===== src/rtl/w_window_tx.sv =====
// w_window_tx: transmitter for the s/w window-detector protocol.
// Emits a one-cycle start pulse on s, then serializes 3-bit windows onto w
// (bit 2 first), back-to-back, and raises z_exp the cycle after each window
// that holds exactly two 1s, aligned with a compliant detector's z.
//
// Ports:
//   clk        rising-edge clock
//   reset      asynchronous active-high reset
//   start      begin a session (sampled only in IDLE)
//   stop       end the session at the next window boundary (sampled while busy)
//   win_valid  window word available
//   win_data   3-bit window, bit 2 transmitted first
//   win_ready  block takes win_data at this edge
//   s          start pulse to detector
//   w          serialized window bit
//   z_exp      expected detector z
//   busy       high in any state other than IDLE
//   win_cnt    windows transmitted this session, including fillers (wraps)
//   hit_cnt    z_exp pulses this session (wraps)
//   underrun   sticky: a filler window was sent this session
module w_window_tx #(
  parameter int unsigned CNT_W = 8
) (
  input  logic             clk,
  input  logic             reset,
  input  logic             start,
  input  logic             stop,
  input  logic             win_valid,
  input  logic [2:0]       win_data,
  output logic             win_ready,
  output logic             s,
  output logic             w,
  output logic             z_exp,
  output logic             busy,
  output logic [CNT_W-1:0] win_cnt,
  output logic [CNT_W-1:0] hit_cnt,
  output logic             underrun
);

  typedef enum logic [2:0] {
    IDLE  = 3'd0,
    START = 3'd1,
    B0    = 3'd2,
    B1    = 3'd3,
    B2    = 3'd4
  } state_t;

  state_t     state;
  state_t     state_nxt;
  logic [2:0] win_q;      // window currently on the wire
  logic       filler_q;   // current window is a filler, never a hit
  logic       stop_lat;   // session ends after the window in flight
  logic       load_c;     // a new window is taken at this edge
  logic       hit_c;      // completing window has exactly two 1s

  // State register.
  always_ff @(posedge clk or posedge reset) begin
    if (reset) begin
      state <= IDLE;
    end else begin
      state <= state_nxt;
    end
  end

  // Next state and state-decoded outputs.
  always_comb begin
    state_nxt = state;
    load_c    = 1'b0;
    s         = 1'b0;
    w         = 1'b0;
    win_ready = 1'b0;
    busy      = 1'b1;
    case (state)
      IDLE: begin
        busy = 1'b0;
        if (start) begin
          state_nxt = START;
        end
      end
      START: begin
        s         = 1'b1;
        win_ready = 1'b1;
        load_c    = 1'b1;
        state_nxt = B0;
      end
      B0: begin
        w         = win_q[2];
        state_nxt = B1;
      end
      B1: begin
        w         = win_q[1];
        state_nxt = B2;
      end
      B2: begin
        w = win_q[0];
        // The stop latch is the only thing gating ready; the window boundary
        // either ends the session or takes the next word with no gap.
        if (stop_lat) begin
          state_nxt = IDLE;
        end else begin
          win_ready = 1'b1;
          load_c    = 1'b1;
          state_nxt = B0;
        end
      end
      default: begin
        busy      = 1'b0;
        state_nxt = IDLE;
      end
    endcase
  end

  always_comb begin
    hit_c = 1'b0;
    if (!filler_q) begin
      hit_c = (win_q == 3'b011) || (win_q == 3'b101) || (win_q == 3'b110);
    end
  end

  // Window load, stop latch, z_exp and session bookkeeping.
  always_ff @(posedge clk or posedge reset) begin
    if (reset) begin
      win_q    <= 3'b000;
      filler_q <= 1'b0;
      stop_lat <= 1'b0;
      z_exp    <= 1'b0;
      win_cnt  <= '0;
      hit_cnt  <= '0;
      underrun <= 1'b0;
    end else begin
      z_exp <= 1'b0;

      if (state == IDLE) begin
        if (start) begin
          win_cnt  <= '0;
          hit_cnt  <= '0;
          underrun <= 1'b0;
          stop_lat <= 1'b0;
        end
      end else if (stop) begin
        stop_lat <= 1'b1;
      end

      // Missing data at a boundary still sends a window: an all-zero filler.
      if (load_c) begin
        if (win_valid) begin
          win_q    <= win_data;
          filler_q <= 1'b0;
        end else begin
          win_q    <= 3'b000;
          filler_q <= 1'b1;
          underrun <= 1'b1;
        end
      end

      if (state == B2) begin
        win_cnt <= win_cnt + CNT_W'(1);
        if (hit_c) begin
          z_exp   <= 1'b1;
          hit_cnt <= hit_cnt + CNT_W'(1);
        end
      end
    end
  end

endmodule

===== config.mk =====
export PLATFORM = sky130hd
export DESIGN_NAME = w_window_tx
export DESIGN_NICKNAME = d
export VERILOG_FILES = /design/src/rtl/w_window_tx.sv
export SDC_FILE = /design/constraint.sdc
export NUM_CORES = 1
export LEC_CHECK = 0
export ABC_CLOCK_PERIOD_IN_PS = 1800
export BUFFER_PORTS_ARGS = -buffer_cell sky130_fd_sc_hd__buf_4
export CORE_MARGIN = 5
export CORE_UTILIZATION = 53
export DETAILED_ROUTE_END_ITERATION = 16
export PLACE_DENSITY = 0.87
export SKIP_LAST_GASP = 1
export SYNTH_ARGS = -nofsm -noshare
export SYNTH_HDL_FRONTEND = slang
export SYNTH_SLANG_ARGS = --single-unit
export TNS_END_PERCENT = 5

===== constraint.sdc =====
create_clock -name clk -period 1.8 [get_ports clk]
set_input_delay 0.09 -clock clk [delete_from_list [all_inputs] [get_ports clk]]
set_output_delay 0.09 -clock clk [all_outputs]
set_load 0.1 [all_outputs]

==> qor.txt <==
====================================================================================
Cell type group with the largest total delay on the critical path         flip-flops
Final setup viols                                                                  0
Port-buffer cells                                                                 29
Setup repair after global routing missed its margin                             true
Fill cells                                                                       192
Clk slew on worst S/H paths                                                   130 ps
Sequential area share after synthesis                                         45.90%
Number of distinct library cells after synthesis                                  47
Clk sink count                                                                    26
Power after layout                                                          2.972 mW
Most common cell after layout, fill and taps aside                             buf_4
Cell breakdown of the critical path                                     nor2b_1 > and2_1 > o2bb2ai_2 > buf_6
DR iter-0 viols                                                                   36
Crit. End Element                                                       primary output
Max Buffers Root-to-Sink                                                           2
Power density over cell area                                            1703 nW/um^2
Clock root buffer                                                           clkbuf_4
Detailed-route wire length per cell                                         14.48 um
Antenna diode instance count                                                       0
Final worst setup slack                                                     106.8 ps
Wire length of the first global-routing pass                                 4747 um
Mean Syn Cell Area                                                        10.42 um^2
Routed wire length                                                           2911 um
Core ar.                                                                   2522 um^2
Final estimated routing congestion in global placement                        0.7832
Worst hold slack                                                            8.087 ps
Fin. max-slew vios                                                                 0
Horizontal die dimension                                                    61.72 um
Highest ir drop seen on vdd                                                  1436 uV
Crit path buf inv count                                                            1
Setup total negative slack                                                      0 ps
Most used flip-flop cell after synthesis                                     dfrtp_1
Fin Clk Skew                                                                6.829 ps
Number of buffers created by CTS                                                   3
Number of global-route vias before repair                                       1079
Number of top-level design ports                                                  30
Run status                                                              finished clean
Worst-skew pair later-pin latency                                             310 ps
Number of instances in the synthesized netlist                                   136
Number of nets still failing antenna checks after routing                          0
Classification of the worst-slack hold path                             primary input to flip-flop
Area delta synth->final                                                       23.12%
Maximum number of pins on one net before global-route repair                      27
Synth Register Bits                                                               26
Core Rows                                                                         18
Slowest stage delay, CP                                                       510 ps
Number of maximum-capacitance constraint violations                                0
Total count of hold-check failures in the final report                             0
Critical path class                                                     flip-flop to primary output
Synthesis warning total                                                            0
H-tree depth reported by CTS                                                       1
Max Freq                                                                   590.6 MHz
Number of flops mapped to enable cells by yosys                                    0
Via-per-instance ratio                                                         5.672
Critical path data arrival time                                              1600 ps
Critical-path top delay cell                                                 dfrtp_2
Number of design rule violations left after detail routing                         0
Total nets after synthesis                                                       146
Leakage                                                                    0.8527 nW
Crit Path Max Fanout                                                              10
Full die area                                                              3809 um^2
Required time worst endpoint                                                 1710 ps
CTS tree                                                                        done
Drt first pass iters                                                               4
Fraction of final layout cells with drive strength greater than 1             34.50%
Total congestion overflow after global routing                                     0
Share of flip-flops with an asynchronous set or reset after synthesis         100.0%
Core Util, Final                                                              69.20%
Die Ht                                                                      61.72 um
Time the worst path needs with I/O delays and setup                          1693 ps
Worst-Margin Slew                                                           454.4 ps
Number of antenna violations at the first check in global routing                  0
Nets@finish                                                                      183
Placed wire-length estimate after detailed placement                         2196 um
Total Routing Usage GR                                                        16.68%
Share of the cycle needed by the critical path after routing                  94.06%
Total via count in the routed design                                            1140
Crit start category                                                        flip-flop
Post-synthesis instance area                                               1418 um^2
Initial cell density of the core                                              56.20%
Top library cells by usage in the layout, fill and taps aside           buf_4, dfrtp_1, nand2_1
Worst slack after detailed placement                                        216.8 ps
Relative slew slack                                                           69.61%
====================================================================================
==> cell usage after synthesis (all sizes together) (2+ instances only) <==
cell | n | area share (%)
nand2 | 20 | 5.8
xnor2 | 6 | 3.7
o21ai | 8 | 3.1
buf | 5 | 3.1
nand3 | 3 | 1.1
and3 | 3 | 1.4
ha | 2 | 1.8
a31o | 2 | 1.2
nor3 | 2 | 0.71
nor2 | 10 | 3.2
nor3b | 3 | 2.7
dfrtp | 26 | 46
nand4 | 2 | 0.88
and2 | 2 | 0.88
mux2i | 4 | 2.8
nor4 | 3 | 2.6
inv | 6 | 1.6
and4 | 2 | 1.2
nor2b | 3 | 1.3
a21oi | 4 | 1.4
==> what timing repair did <==
action                                  CTS  global route
resized for setup                         4             2
setup buffers                             0             1
hold buffers                              2             0
endpoints found under the setup margin    2             2
hold endpoints to repair                 27             0
pin swaps                                 0             0
==> state kept, by name (all words and copies together), names as in the netlist <==
name and cells:
hit_cnt 8, win_cnt 8, state 3, win_q 3
filler_q 1, stop_lat 1, underrun 1, z_exp 1
==> through the flow <==
stage | cells | instance area, um^2
floorplan | 136 | 1431
global placement | 195 | 1680
detailed placement | 195 | 1680
CTS | 200 | 1733
global route | 201 | 1745
finish | 201 | 1745
==> worst min-delay path: stages <==
cell and delay [ps]:
buf_4 70, o21ai_0 60, o21ai_0 70
==> layout make-up <==
type	count	area [um^2]	area share, %
clock buffers	3	22.52	1.290
inverters	6	22.52	1.290
multi-input cells	99	718.2	41.15
flip-flops and latches	26	654.4	37.49
well taps	30	37.54	2.151
repair buffers	37	290.3	16.63
==> path summary, 6_finish.rpt <==
path                           from          to  slack, ps  cells after the start
max                        state[0]           w        110                      4
min reg2reg                underrun    underrun        540                      2
min                            stop    stop_lat          8                      3
min in group asynchronous     reset    win_q[0]        370                      4
max reg2reg                state[2]  hit_cnt[4]        170                      5
max in group asynchronous     reset    state[0]       1170                      4
==> metal layers <==
layer	vias up	part of all wire (%)	GRT usage [%]
met5	-	0	0
met4	0	1.2	4.545
met3	7	4.9	3.099
met2	31	50	29.60
met1	549	44	20.76
li1	553	-	-
==> power breakdown <==
part	internal, mW	switching, mW	total, mW
Combinational	0.490	1.31	1.80
Clock	0.0782	0.158	0.236
Sequential	0.726	0.211	0.937
==> logic make-up (layout without fill, tap and decap cells) <==
| logic type | after synthesis | after routing | share of synthesized area [%] |
|---|---|---|---|
| buffers and inverters | 11 | 46 | 4.678 |
| AO/OA/AOI/OAI | 26 | 26 | 14.21 |
| adder cells (fa/ha/maj) | 2 | 2 | 1.765 |
| multiplexers | 5 | 5 | 3.619 |
| flip-flops | 26 | 26 | 45.90 |
| XOR/XNOR | 7 | 7 | 4.325 |
| AND/OR/NAND/NOR | 59 | 59 | 25.51 |
Note: power is estimated with default switching activity, not from simulation.
